==> src/rtl/s2p_frame_ctrl_if.sv <==
`default_nettype none
// ============================================================================
// Module      : s2p_frame_ctrl_if
// Description : Command, upstream, S2P and mapper signals of the S2P frame
//               sequencer, grouped with controller/environment modports.
// Revision    : 1.0 - initial release
// ============================================================================
interface s2p_frame_ctrl_if #(
    parameter int DATA_W = 16,
    parameter int LEN_W  = 8
) ();
    logic              cfg_start;
    logic [LEN_W-1:0]  cfg_len;
    logic              abort;
    logic [DATA_W-1:0] in_data;
    logic              in_valid;
    logic              in_ready;
    logic              s2p_load;
    logic [DATA_W-1:0] s2p_data;
    logic              s2p_done;
    logic [DATA_W-1:0] s2p_out1;
    logic [DATA_W-1:0] s2p_out2;
    logic [DATA_W-1:0] out_i;
    logic [DATA_W-1:0] out_q;
    logic              out_valid;
    logic              out_ready;
    logic              busy;
    logic [LEN_W-1:0]  pair_cnt;
    logic              frame_done;
    logic              err;

    // master is the frame controller; slave is everything around it
    modport master (
        input  cfg_start, cfg_len, abort, in_data, in_valid,
               s2p_done, s2p_out1, s2p_out2, out_ready,
        output in_ready, s2p_load, s2p_data, out_i, out_q, out_valid,
               busy, pair_cnt, frame_done, err
    );

    modport slave (
        output cfg_start, cfg_len, abort, in_data, in_valid,
               s2p_done, s2p_out1, s2p_out2, out_ready,
        input  in_ready, s2p_load, s2p_data, out_i, out_q, out_valid,
               busy, pair_cnt, frame_done, err
    );
endinterface
`default_nettype wire

==> src/rtl/s2p_frame_ctrl.sv <==
`default_nettype none
// ============================================================================
// Module      : s2p_frame_ctrl
// Description : Frame sequencer feeding the serial-to-parallel register and
//               forwarding captured I/Q pairs to the mapper.
//               Optional macro S2P_TIMEOUT_EN adds a WAIT timeout with err flag.
// Revision    : 1.0 - initial release
// ============================================================================
module s2p_frame_ctrl #(
    parameter int DATA_W = 16,
    parameter int LEN_W  = 8,
    parameter int WPS    = 2,
    parameter int TMO    = 15
) (
    input  logic             clk,
    input  logic             rst,
    s2p_frame_ctrl_if.master bus
);

    localparam int                  c_WCNT_W    = (WPS > 1) ? $clog2(WPS) : 1;
    localparam logic [c_WCNT_W-1:0] c_WCNT_LAST = c_WCNT_W'(WPS - 1);

    if (WPS < 1 || TMO < 1) begin : g_param_check
        $error("s2p_frame_ctrl: WPS and TMO must be at least 1");
    end

    typedef enum logic [2:0] {
        S_IDLE = 3'd0,
        S_LOAD = 3'd1,
        S_WAIT = 3'd2,
        S_OUT  = 3'd3,
        S_DONE = 3'd4
    } state_t;

    state_t              r_state;
    logic [c_WCNT_W-1:0] r_wcnt;
    logic [LEN_W-1:0]    r_remaining;
    logic [LEN_W-1:0]    r_pair_cnt;
    logic                r_s2p_load;
    logic [DATA_W-1:0]   r_s2p_data;
    logic [DATA_W-1:0]   r_out_i;
    logic [DATA_W-1:0]   r_out_q;
    logic                r_out_valid;
    logic                r_frame_done;

`ifdef S2P_TIMEOUT_EN
    localparam int                  c_TCNT_W    = (TMO > 1) ? $clog2(TMO) : 1;
    localparam logic [c_TCNT_W-1:0] c_TCNT_LAST = c_TCNT_W'(TMO - 1);

    logic [c_TCNT_W-1:0] r_tcnt;
    logic                r_err;
`endif

    always_ff @(posedge clk) begin
        if (rst) begin
            r_state      <= S_IDLE;
            r_wcnt       <= '0;
            r_remaining  <= '0;
            r_pair_cnt   <= '0;
            r_s2p_load   <= 1'b0;
            r_s2p_data   <= '0;
            r_out_i      <= '0;
            r_out_q      <= '0;
            r_out_valid  <= 1'b0;
            r_frame_done <= 1'b0;
`ifdef S2P_TIMEOUT_EN
            r_tcnt       <= '0;
            r_err        <= 1'b0;
`endif
        end else begin
            r_s2p_load   <= 1'b0;
            r_frame_done <= 1'b0;
            // abort beats every handshake, including a same-cycle cfg_start
            if (bus.abort) begin
                r_state     <= S_IDLE;
                r_out_valid <= 1'b0;
            end else begin
                case (r_state)
                    S_IDLE: begin
                        if (bus.cfg_start) begin
                            r_remaining <= bus.cfg_len;
                            r_pair_cnt  <= '0;
                            r_wcnt      <= '0;
`ifdef S2P_TIMEOUT_EN
                            r_err       <= 1'b0;
`endif
                            if (bus.cfg_len == '0) begin
                                r_state      <= S_DONE;
                                r_frame_done <= 1'b1;
                            end else begin
                                r_state <= S_LOAD;
                            end
                        end
                    end
                    S_LOAD: begin
                        if (bus.in_valid) begin
                            r_s2p_data <= bus.in_data;
                            r_s2p_load <= 1'b1;
                            if (r_wcnt == c_WCNT_LAST) begin
                                r_wcnt  <= '0;
                                r_state <= S_WAIT;
`ifdef S2P_TIMEOUT_EN
                                r_tcnt  <= '0;
`endif
                            end else begin
                                r_wcnt <= r_wcnt + c_WCNT_W'(1);
                            end
                        end
                    end
                    S_WAIT: begin
                        if (bus.s2p_done) begin
                            r_out_i     <= bus.s2p_out1;
                            r_out_q     <= bus.s2p_out2;
                            r_out_valid <= 1'b1;
                            r_state     <= S_OUT;
                        end
`ifdef S2P_TIMEOUT_EN
                        else if (r_tcnt == c_TCNT_LAST) begin
                            r_err   <= 1'b1;
                            r_state <= S_IDLE;
                        end else begin
                            r_tcnt <= r_tcnt + c_TCNT_W'(1);
                        end
`endif
                    end
                    S_OUT: begin
                        if (bus.out_ready) begin
                            r_out_valid <= 1'b0;
                            r_pair_cnt  <= r_pair_cnt + LEN_W'(1);
                            r_remaining <= r_remaining - LEN_W'(1);
                            r_wcnt      <= '0;
                            if (r_remaining == LEN_W'(1)) begin
                                r_state      <= S_DONE;
                                r_frame_done <= 1'b1;
                            end else begin
                                r_state <= S_LOAD;
                            end
                        end
                    end
                    S_DONE: begin
                        r_state <= S_IDLE;
                    end
                    default: begin
                        r_state <= S_IDLE;
                    end
                endcase
            end
        end
    end

    assign bus.in_ready   = (r_state == S_LOAD);
    assign bus.busy       = (r_state != S_IDLE);
    assign bus.s2p_load   = r_s2p_load;
    assign bus.s2p_data   = r_s2p_data;
    assign bus.out_i      = r_out_i;
    assign bus.out_q      = r_out_q;
    assign bus.out_valid  = r_out_valid;
    assign bus.pair_cnt   = r_pair_cnt;
    assign bus.frame_done = r_frame_done;
`ifdef S2P_TIMEOUT_EN
    assign bus.err        = r_err;
`else
    assign bus.err        = 1'b0;
`endif

endmodule
`default_nettype wire

==> src/flat_wrapper.sv <==
// flat-port wrapper written by rule: the top's interface ports become plain ports
module s2p_frame_ctrl_flat 
#(
    parameter int DATA_W = 16,
    parameter int LEN_W  = 8,
    parameter int WPS    = 2,
    parameter int TMO    = 15
)
  (clk, rst, bus_cfg_start, bus_cfg_len, bus_abort, bus_in_data, bus_in_valid, bus_s2p_done, bus_s2p_out1, bus_s2p_out2, bus_out_ready, bus_in_ready, bus_s2p_load, bus_s2p_data, bus_out_i, bus_out_q, bus_out_valid, bus_busy, bus_pair_cnt, bus_frame_done, bus_err);
  s2p_frame_ctrl_if #(.DATA_W(DATA_W), .LEN_W(LEN_W)) bus_i ();
  input  logic clk;
  input  logic rst;
  input wire logic [$bits(bus_i.cfg_start)-1:0] bus_cfg_start;
  input wire logic [$bits(bus_i.cfg_len)-1:0] bus_cfg_len;
  input wire logic [$bits(bus_i.abort)-1:0] bus_abort;
  input wire logic [$bits(bus_i.in_data)-1:0] bus_in_data;
  input wire logic [$bits(bus_i.in_valid)-1:0] bus_in_valid;
  input wire logic [$bits(bus_i.s2p_done)-1:0] bus_s2p_done;
  input wire logic [$bits(bus_i.s2p_out1)-1:0] bus_s2p_out1;
  input wire logic [$bits(bus_i.s2p_out2)-1:0] bus_s2p_out2;
  input wire logic [$bits(bus_i.out_ready)-1:0] bus_out_ready;
  output wire logic [$bits(bus_i.in_ready)-1:0] bus_in_ready;
  output wire logic [$bits(bus_i.s2p_load)-1:0] bus_s2p_load;
  output wire logic [$bits(bus_i.s2p_data)-1:0] bus_s2p_data;
  output wire logic [$bits(bus_i.out_i)-1:0] bus_out_i;
  output wire logic [$bits(bus_i.out_q)-1:0] bus_out_q;
  output wire logic [$bits(bus_i.out_valid)-1:0] bus_out_valid;
  output wire logic [$bits(bus_i.busy)-1:0] bus_busy;
  output wire logic [$bits(bus_i.pair_cnt)-1:0] bus_pair_cnt;
  output wire logic [$bits(bus_i.frame_done)-1:0] bus_frame_done;
  output wire logic [$bits(bus_i.err)-1:0] bus_err;
  assign bus_i.cfg_start = bus_cfg_start;
  assign bus_i.cfg_len = bus_cfg_len;
  assign bus_i.abort = bus_abort;
  assign bus_i.in_data = bus_in_data;
  assign bus_i.in_valid = bus_in_valid;
  assign bus_i.s2p_done = bus_s2p_done;
  assign bus_i.s2p_out1 = bus_s2p_out1;
  assign bus_i.s2p_out2 = bus_s2p_out2;
  assign bus_i.out_ready = bus_out_ready;
  assign bus_in_ready = bus_i.in_ready;
  assign bus_s2p_load = bus_i.s2p_load;
  assign bus_s2p_data = bus_i.s2p_data;
  assign bus_out_i = bus_i.out_i;
  assign bus_out_q = bus_i.out_q;
  assign bus_out_valid = bus_i.out_valid;
  assign bus_busy = bus_i.busy;
  assign bus_pair_cnt = bus_i.pair_cnt;
  assign bus_frame_done = bus_i.frame_done;
  assign bus_err = bus_i.err;
  s2p_frame_ctrl #(.DATA_W(DATA_W), .LEN_W(LEN_W), .WPS(WPS), .TMO(TMO)) u_core (.clk(clk), .rst(rst), .bus(bus_i));
endmodule
==> config.mk <==
export PLATFORM = sky130hd
export DESIGN_NAME = s2p_frame_ctrl_flat
export DESIGN_NICKNAME = d
export VERILOG_FILES = /design/src/rtl/s2p_frame_ctrl_if.sv /design/src/rtl/s2p_frame_ctrl.sv /design/src/flat_wrapper.sv
export SDC_FILE = /design/constraint.sdc
export NUM_CORES = 1
export LEC_CHECK = 0
export ABC_AREA = 1
export CAP_MARGIN = 5
export CORE_UTILIZATION = 43
export CTS_CLUSTER_DIAMETER = 120
export DETAILED_ROUTE_END_ITERATION = 8
export PLACE_DENSITY = 0.87
export SYNTH_ARGS = -nofsm -noshare
export SYNTH_HDL_FRONTEND = slang
export SYNTH_SLANG_ARGS = --single-unit
==> constraint.sdc <==
create_clock -name clk -period 1.6 [get_ports clk]
set_input_delay 0.16 -clock clk [delete_from_list [all_inputs] [get_ports clk]]
set_output_delay 0.16 -clock clk [all_outputs]
set_load 0.03 [all_outputs]
[Word level (Yosys, flattened, before mapping)]
Index checks and enable logic that the tools add are counted.
Word-level totals
  input port bits: 63
  output and inout port bits: 62
  bits in registers: 71
  logic and storage cells: 65
Operators by class
  multiplexer cells: 27
  reductions and logical operators: 14
  add/sub/neg operators: 3
  bitwise operators: 2
  equality and inequality tests: 9
Operators by type and width (count)
  $mux W8: 4
  $pmux W8 S2: 2
  $mux W3: 7
  $pmux W3 S4: 1
  $mux W1: 10
  $reduce_and A5 Y1: 2
  $reduce_and A3 Y1: 3
  $add A8 B1 Y8 const B: 1
  $eq A8 B1 Y1 const B: 1
  $logic_not A8 Y1: 1
  $ne A2 B2 Y1 const B: 4
  $sub A8 B1 Y8 const B: 1
  $eq A3 B2 Y1 const B: 2
  $reduce_bool A3 Y1: 2
  $pmux W1 S2: 2
  $reduce_and A4 Y1: 1
  $reduce_bool A2 Y1: 2
  $eq A3 B1 Y1 const B: 1
  $logic_not A3 Y1: 1
  $pmux W1 S3: 1
  $reduce_or A3 Y1: 1
  $ne A2 B1 Y1 const B: 1
  $not A1 Y1: 2
  $reduce_or A2 Y1: 1
  $add A1 B1 Y1 const B: 1

[Logic depth before layout (Yosys ltp)]
Gate-level depths: netlist of the first run.
  depth after elaboration: 4
  gate-level depth with buffers: 9
  mapped depth without buffers: 9

[Worst setup path before layout of the first run]
OpenSTA, ideal clock, no wires.
  kind: reg2reg
  from: register u_core.r_state[0]
  to: register u_core.r_pair_cnt[7] (netlist: u_core.bus.pair_cnt[7])
  slack: 0.209 ns
  path buffers: 2
  period minus slack after synthesis: 1.391 ns
  arrival time: 1.320 ns
  library setup time: 0.070 ns
  stages on the path, launching flop included: 10
  cells stage by stage: dfxtp_1 -> buf_4 -> inv_1 -> nand2_2 -> nand2_1 -> nand2_2 -> nor2_8 -> buf_6 -> nand4_1 -> a21oi_1
On the way
  word-level cells in the longest chain between the ends: 3
RTL lines
  start: declaration: line s2p_frame_ctrl.sv:35  | state_t r_state;
  start signal: assignment: line s2p_frame_ctrl.sv:56  | r_state <= S_IDLE;
  start signal: assignment: line s2p_frame_ctrl.sv:75  | r_state <= S_IDLE;
  start signal: assignment: line s2p_frame_ctrl.sv:88  | r_state <= S_DONE;
  $eq A3 B2 Y1 / $logic_not A3 Y1 (equally long branches): line s2p_frame_ctrl.sv:78  | case (r_state)
  $ne A2 B2 Y1 (no line) / $reduce_bool A2 Y1 (equally long branches)
  $reduce_and A4 Y1 (no line)
  end signal: assignment: line s2p_frame_ctrl.sv:129  | r_pair_cnt <= r_pair_cnt + LEN_W'(1);
  end: declaration: line s2p_frame_ctrl.sv:38  | logic [LEN_W-1:0] r_pair_cnt;
Parallel ways exist; a longest one is shown, timed or not.
A chain may end at the register's enable or synchronous reset.

[Worst setup path after layout of the first run]
  from: register u_core.r_out_q[2] (netlist: u_core.bus.out_q[2])
  to: output port bus_out_q[2]
RTL lines
  start: declaration: line s2p_frame_ctrl.sv:42  | logic [DATA_W-1:0] r_out_q;
  start signal: assignment: line s2p_frame_ctrl.sv:113  | r_out_q <= bus.s2p_out2;
  end: declaration: line flat_wrapper.sv:26  | output wire logic [$bits(bus_i.out_q)-1:0] bus_out_q;
No word-level cell between the ends.

==> results of run 1 <==
stage by stage:
stage / total power [mW] / cells / hold WS [ns] / TNS (ns)
3_5_place_dp: 2.61 / 645 / 0.461 / -0.0360
3_3_place_gp: 2.59 / 645 / 0.457 / 0
6_report: 4.13 / 664 / 0.402 / 0
4_1_cts: 4.13 / 660 / 0.392 / 0
2_1_floorplan: 2.29 / 436 / 0.295 / 0
5_1_grt: 4.32 / 664 / 0.409 / -0.0801
cells by family (layout without fill, tap and decap cells):
logic type	count (synthesis)	after routing
fa+ha+maj	3	3
xor+xnor	1	1
other cells	1	1
flops	71	71
buf+inv	52	183
compound gates	86	86
simple gates	222	223
cell usage in the layout (no fill, tap or decap):
master	n
clkdlybuf4s15_2	1
inv_1	29
clkbuf_8	9
nand2_1	54
nand3_1	20
a21oi_1	19
ha_1	3
nand3_2	1
dlymetal6s2s_1	4
dfxtp_2	1
clkdlybuf4s50_1	113
inv_2	2
nor2_8	1
nor2_2	2
o21ai_1	12
clkbuf_2	1
clkinv_2	2
or2_2	1
nor3_1	2
dfxtp_1	70
nand2_2	4
buf_12	4
clkinvlp_4	1
nor3_4	1
o21ai_0	55
conb_1	1
nor2_4	2
nor2_1	129
clkinv_4	1
buf_4	10
dlygate4sd2_1	4
nand3b_1	2
xor2_1	1
bufinv_16	2
nand4_1	4
area by class of cell:
cell class                 count  area share
clock inverter                 6      0.0184
multi-input combinational    314       0.305
clock buffer                   9      0.0264
timing repair buffer         137       0.296
inverter                      31      0.0248
tap                           96      0.0256
sequential                    71       0.304
power breakdown:
| part | total, mW | internal, mW | switching [mW] |
|---|---|---|---|
| Combinational | 0.727 | 0.340 | 0.387 |
| Sequential | 1.87 | 1.83 | 0.0419 |
| Clock | 1.53 | 0.866 | 0.667 |
state kept, by name (all words and copies together), names as in the netlist:
| register | cells |
|---|---|
| u_core.bus.out_i | 16 |
| u_core.bus.out_q | 16 |
| u_core.bus.s2p_data | 16 |
| u_core.bus.pair_cnt | 8 |
| u_core.r_remaining | 8 |
| u_core.r_state | 3 |
| u_core.bus.frame_done | 1 |
| u_core.bus.out_valid | 1 |
| u_core.bus.s2p_load | 1 |
| u_core.r_wcnt | 1 |
timing repair:
action                                  4_1_cts  5_1_grt
pin swaps                                     0        1
gates cloned                                  0        1
gates resized for setup                       8        7
buffers inserted                              0        3
endpoints found under the setup margin        6       20
final timing paths:
kind / from / to / slack [ns] / cells after the start
setup / recovery: u_core.bus.out_q[2] / bus_out_q[2] / 0.06 / 1
setup reg to reg: u_core.r_state[1] / u_core.bus.pair_cnt[3] / 0.07 / 8
hold reg to reg: u_core.bus.out_valid / u_core.bus.out_valid / 0.47 / 2
hold / removal: bus_in_data[0] / u_core.bus.s2p_data[0] / 0.40 / 3
metal layers:
metal	global-route usage	vias up	share of wire
met5	0	-	0
met4	0.118	0	0.026
met3	0.0438	19	0.065
met2	0.364	118	0.48
met1	0.281	1413	0.43
li1	-	1646	-
==> impl_metrics.prom, run 1 <==
# TYPE chip_impl_metric gauge
chip_impl_info{name="run_status",value="finished, final reports clean"} 1
chip_impl_metric{name="setup_viol",unit=""} 0
chip_impl_metric{name="die_h",unit="microns"} 86.4
chip_impl_info{name="ys_top_cells_by_count",value="nor2_1 (129), dfxtp_1 (71), o21ai_0 (55)"} 1
chip_impl_metric{name="grt_pass1_wl",unit="mm"} 13.2
chip_impl_metric{name="clock_tree.htree_level_count",unit=""} 3
chip_impl_info{name="cts_root_buf",value="clkbuf_8"} 1
chip_impl_metric{name="fin_ws",unit="ns"} 0.0628
chip_impl_metric{name="syn-num-nets",unit=""} 502
chip_impl_metric{name="total_of_buffers_placed_on_input_and_output_ports",unit=""} 123
chip_impl_metric{name="via_per_inst",unit=""} 4.81
chip_impl_metric{name="layout-drive-gt1-share",unit=""} 0.0810
chip_impl_info{name="path_delay_family",value="buffers and inverters"} 1
chip_impl_metric{name="count_of_mapped_cells_out_of_synthesis",unit=""} 436
chip_impl_metric{name="gr-usage-all-layers",unit=""} 0.224
chip_impl_metric{name="syn-cell-area",unit="sq um"} 3060
chip_impl_metric{name="drc",unit=""} 0
chip_impl_metric{name="synth_simple_gate_area_share",unit=""} 0.307
chip_impl_metric{name="timing.critical_path.buf_inv",unit=""} 1
chip_impl_metric{name="drt_iter0_markers",unit=""} 129
chip_impl_metric{name="share_of_the_synthesized_area_in_compound_gates_ao_oa_aoi_oai",unit=""} 0.141
chip_impl_metric{name="crit_path_max_incr_delay",unit="ns"} 0.69
chip_impl_metric{name="timing_limited_maximum_frequency",unit="GHz"} 0.651
chip_impl_metric{name="placement_rows",unit=""} 30
chip_impl_metric{name="fillers",unit=""} 555
chip_impl_metric{name="post_synthesis_share_of_cell_area_spent_on_xor_and_xnor_gates",unit=""} 0.00286
chip_impl_metric{name="initial_utilization",unit=""} 0.448
chip_impl_metric{name="hold_buffers",unit=""} 0
chip_impl_metric{name="ir_worst_vdd",unit="uV"} 538
chip_impl_metric{name="ys_ff_latch",unit=""} 71
chip_impl_info{name="path_cells",value="clkdlybuf4s50_1"} 1
chip_impl_metric{name="leakage",unit="nW"} 1.97
chip_impl_metric{name="yosys_warnings",unit=""} 0
chip_impl_metric{name="avgSynthCellArea",unit="sq um"} 7.02
chip_impl_metric{name="post_synth_mux_area_share",unit=""} 0
chip_impl_info{name="cts_tree",value="built"} 1
chip_impl_info{name="synth_top_family_by_area",value="simple AND/OR/NAND/NOR gates"} 1
chip_impl_metric{name="finClkSkew",unit="ns"} 0.00951
chip_impl_metric{name="multi_input_area",unit="sq um"} 1430
chip_impl_metric{name="nets",unit=""} 630
chip_impl_info{name="cp-end-kind",value="primary output"} 1
chip_impl_metric{name="fin_crit",unit="ns"} 1.54
chip_impl_metric{name="dpl-instance-area",unit="sq um"} 4440
chip_impl_metric{name="dieWidth",unit="microns"} 86.4
chip_impl_metric{name="worst_ep_arrival_time",unit="ns"} 1.38
chip_impl_info{name="synth.most_common_cell",value="nor2_1"} 1
chip_impl_metric{name="clock_insertion_delay_worst_skew",unit="ns"} 0.34
chip_impl_info{name="synth_area_leaders",value="dfxtp_1 (46%), nor2_1 (16%), o21ai_0 (9.0%), nand2_1 (6.6%), inv_1 (3.6%)"} 1
chip_impl_metric{name="route.antenna.remaining_nets",unit=""} 0
chip_impl_metric{name="power-per-cell-area",unit="nW/um^2"} 881
chip_impl_info{name="critPathLaunchType",value="flip-flop"} 1
chip_impl_metric{name="final_core_utilization",unit=""} 0.686
chip_impl_info{name="crit_type",value="flip-flop to primary output"} 1
chip_impl_metric{name="routed_wl",unit="mm"} 8.33
chip_impl_metric{name="floorplan.die_area",unit="sq um"} 7460
chip_impl_metric{name="antenna_cells_inserted",unit=""} 0
chip_impl_metric{name="area_growth",unit="%"} 53.1
chip_impl_metric{name="coreArea",unit="sq um"} 6830
chip_impl_metric{name="synth-edff-count",unit=""} 0
chip_impl_metric{name="hpwlAfterDp",unit="mm"} 6.01
chip_impl_info{name="worst_min_delay_path_class",value="input pin to flip-flop"} 1
chip_impl_metric{name="data_required_time_of_the_worst_path",unit="ns"} 1.44
chip_impl_metric{name="synthArstFlopShare",unit=""} 0
chip_impl_metric{name="route.vias.total",unit=""} 3196
chip_impl_metric{name="via_count_of_the_first_global_routing_pass",unit=""} 2947
chip_impl_metric{name="place_worst_setup_slack",unit="ns"} -0.0360
chip_impl_metric{name="grt.overflow.total",unit=""} 0
chip_impl_metric{name="yosys.area_share.adder",unit=""} 0.0123
chip_impl_metric{name="cts_num_sinks",unit=""} 71
chip_impl_metric{name="finish.instance_area",unit="sq um"} 4690
chip_impl_metric{name="report.final.slew_viol_count",unit=""} 0
chip_impl_metric{name="worst_path_maximum_fanout",unit=""} 2
chip_impl_metric{name="seq_area_frac_synth",unit=""} 0.464
chip_impl_metric{name="grt_start_max_net_pins",unit=""} 36
chip_impl_metric{name="register_area",unit="sq um"} 1420
chip_impl_metric{name="cts_buffer_depth",unit=""} 2
chip_impl_info{name="synth_largest_area_cell",value="dfxtp_1"} 1
chip_impl_metric{name="detailedRoute.firstPassIterationCount",unit=""} 4
chip_impl_metric{name="io_pins",unit=""} 125
chip_impl_metric{name="max_cap_violations",unit=""} 0
chip_impl_info{name="timing.critical_path.slowest_stage_cell",value="clkdlybuf4s50_1"} 1
chip_impl_info{name="ys.flop_type",value="dfxtp_1"} 1
chip_impl_metric{name="number_of_cts_inserted_buffers",unit=""} 9
chip_impl_metric{name="synth_cell_types",unit=""} 27
chip_impl_metric{name="finalHoldViolations",unit=""} 0
chip_impl_metric{name="synth_top_area_frac",unit=""} 0.464
chip_impl_info{name="unrepaired_setup_endpoints_after_global_routing",value="true"} 1
chip_impl_metric{name="wl_per_cell",unit="microns"} 12.5
chip_impl_metric{name="clkTransAtPathRegs",unit="ns"} 0.08
chip_impl_metric{name="grt_antenna_before_repair",unit=""} 0
chip_impl_metric{name="gp_routability_congestion",unit=""} 0.891
chip_impl_metric{name="post-route-period-util",unit=""} 0.961
Note: power is estimated with default switching activity, not from simulation.
==> run 2: changes to the inputs <==
--- a/config.mk
+++ b/config.mk
@@ -6,7 +6,7 @@
 export NUM_CORES = 1
 export LEC_CHECK = 0
 export ABC_AREA = 1
-export CAP_MARGIN = 5
+export CAP_MARGIN = 20
 export CORE_UTILIZATION = 43
 export CTS_CLUSTER_DIAMETER = 120
 export DETAILED_ROUTE_END_ITERATION = 8
==> results of run 2 <==
The final DEF is identical to that of run 1; final timing and power are the same.
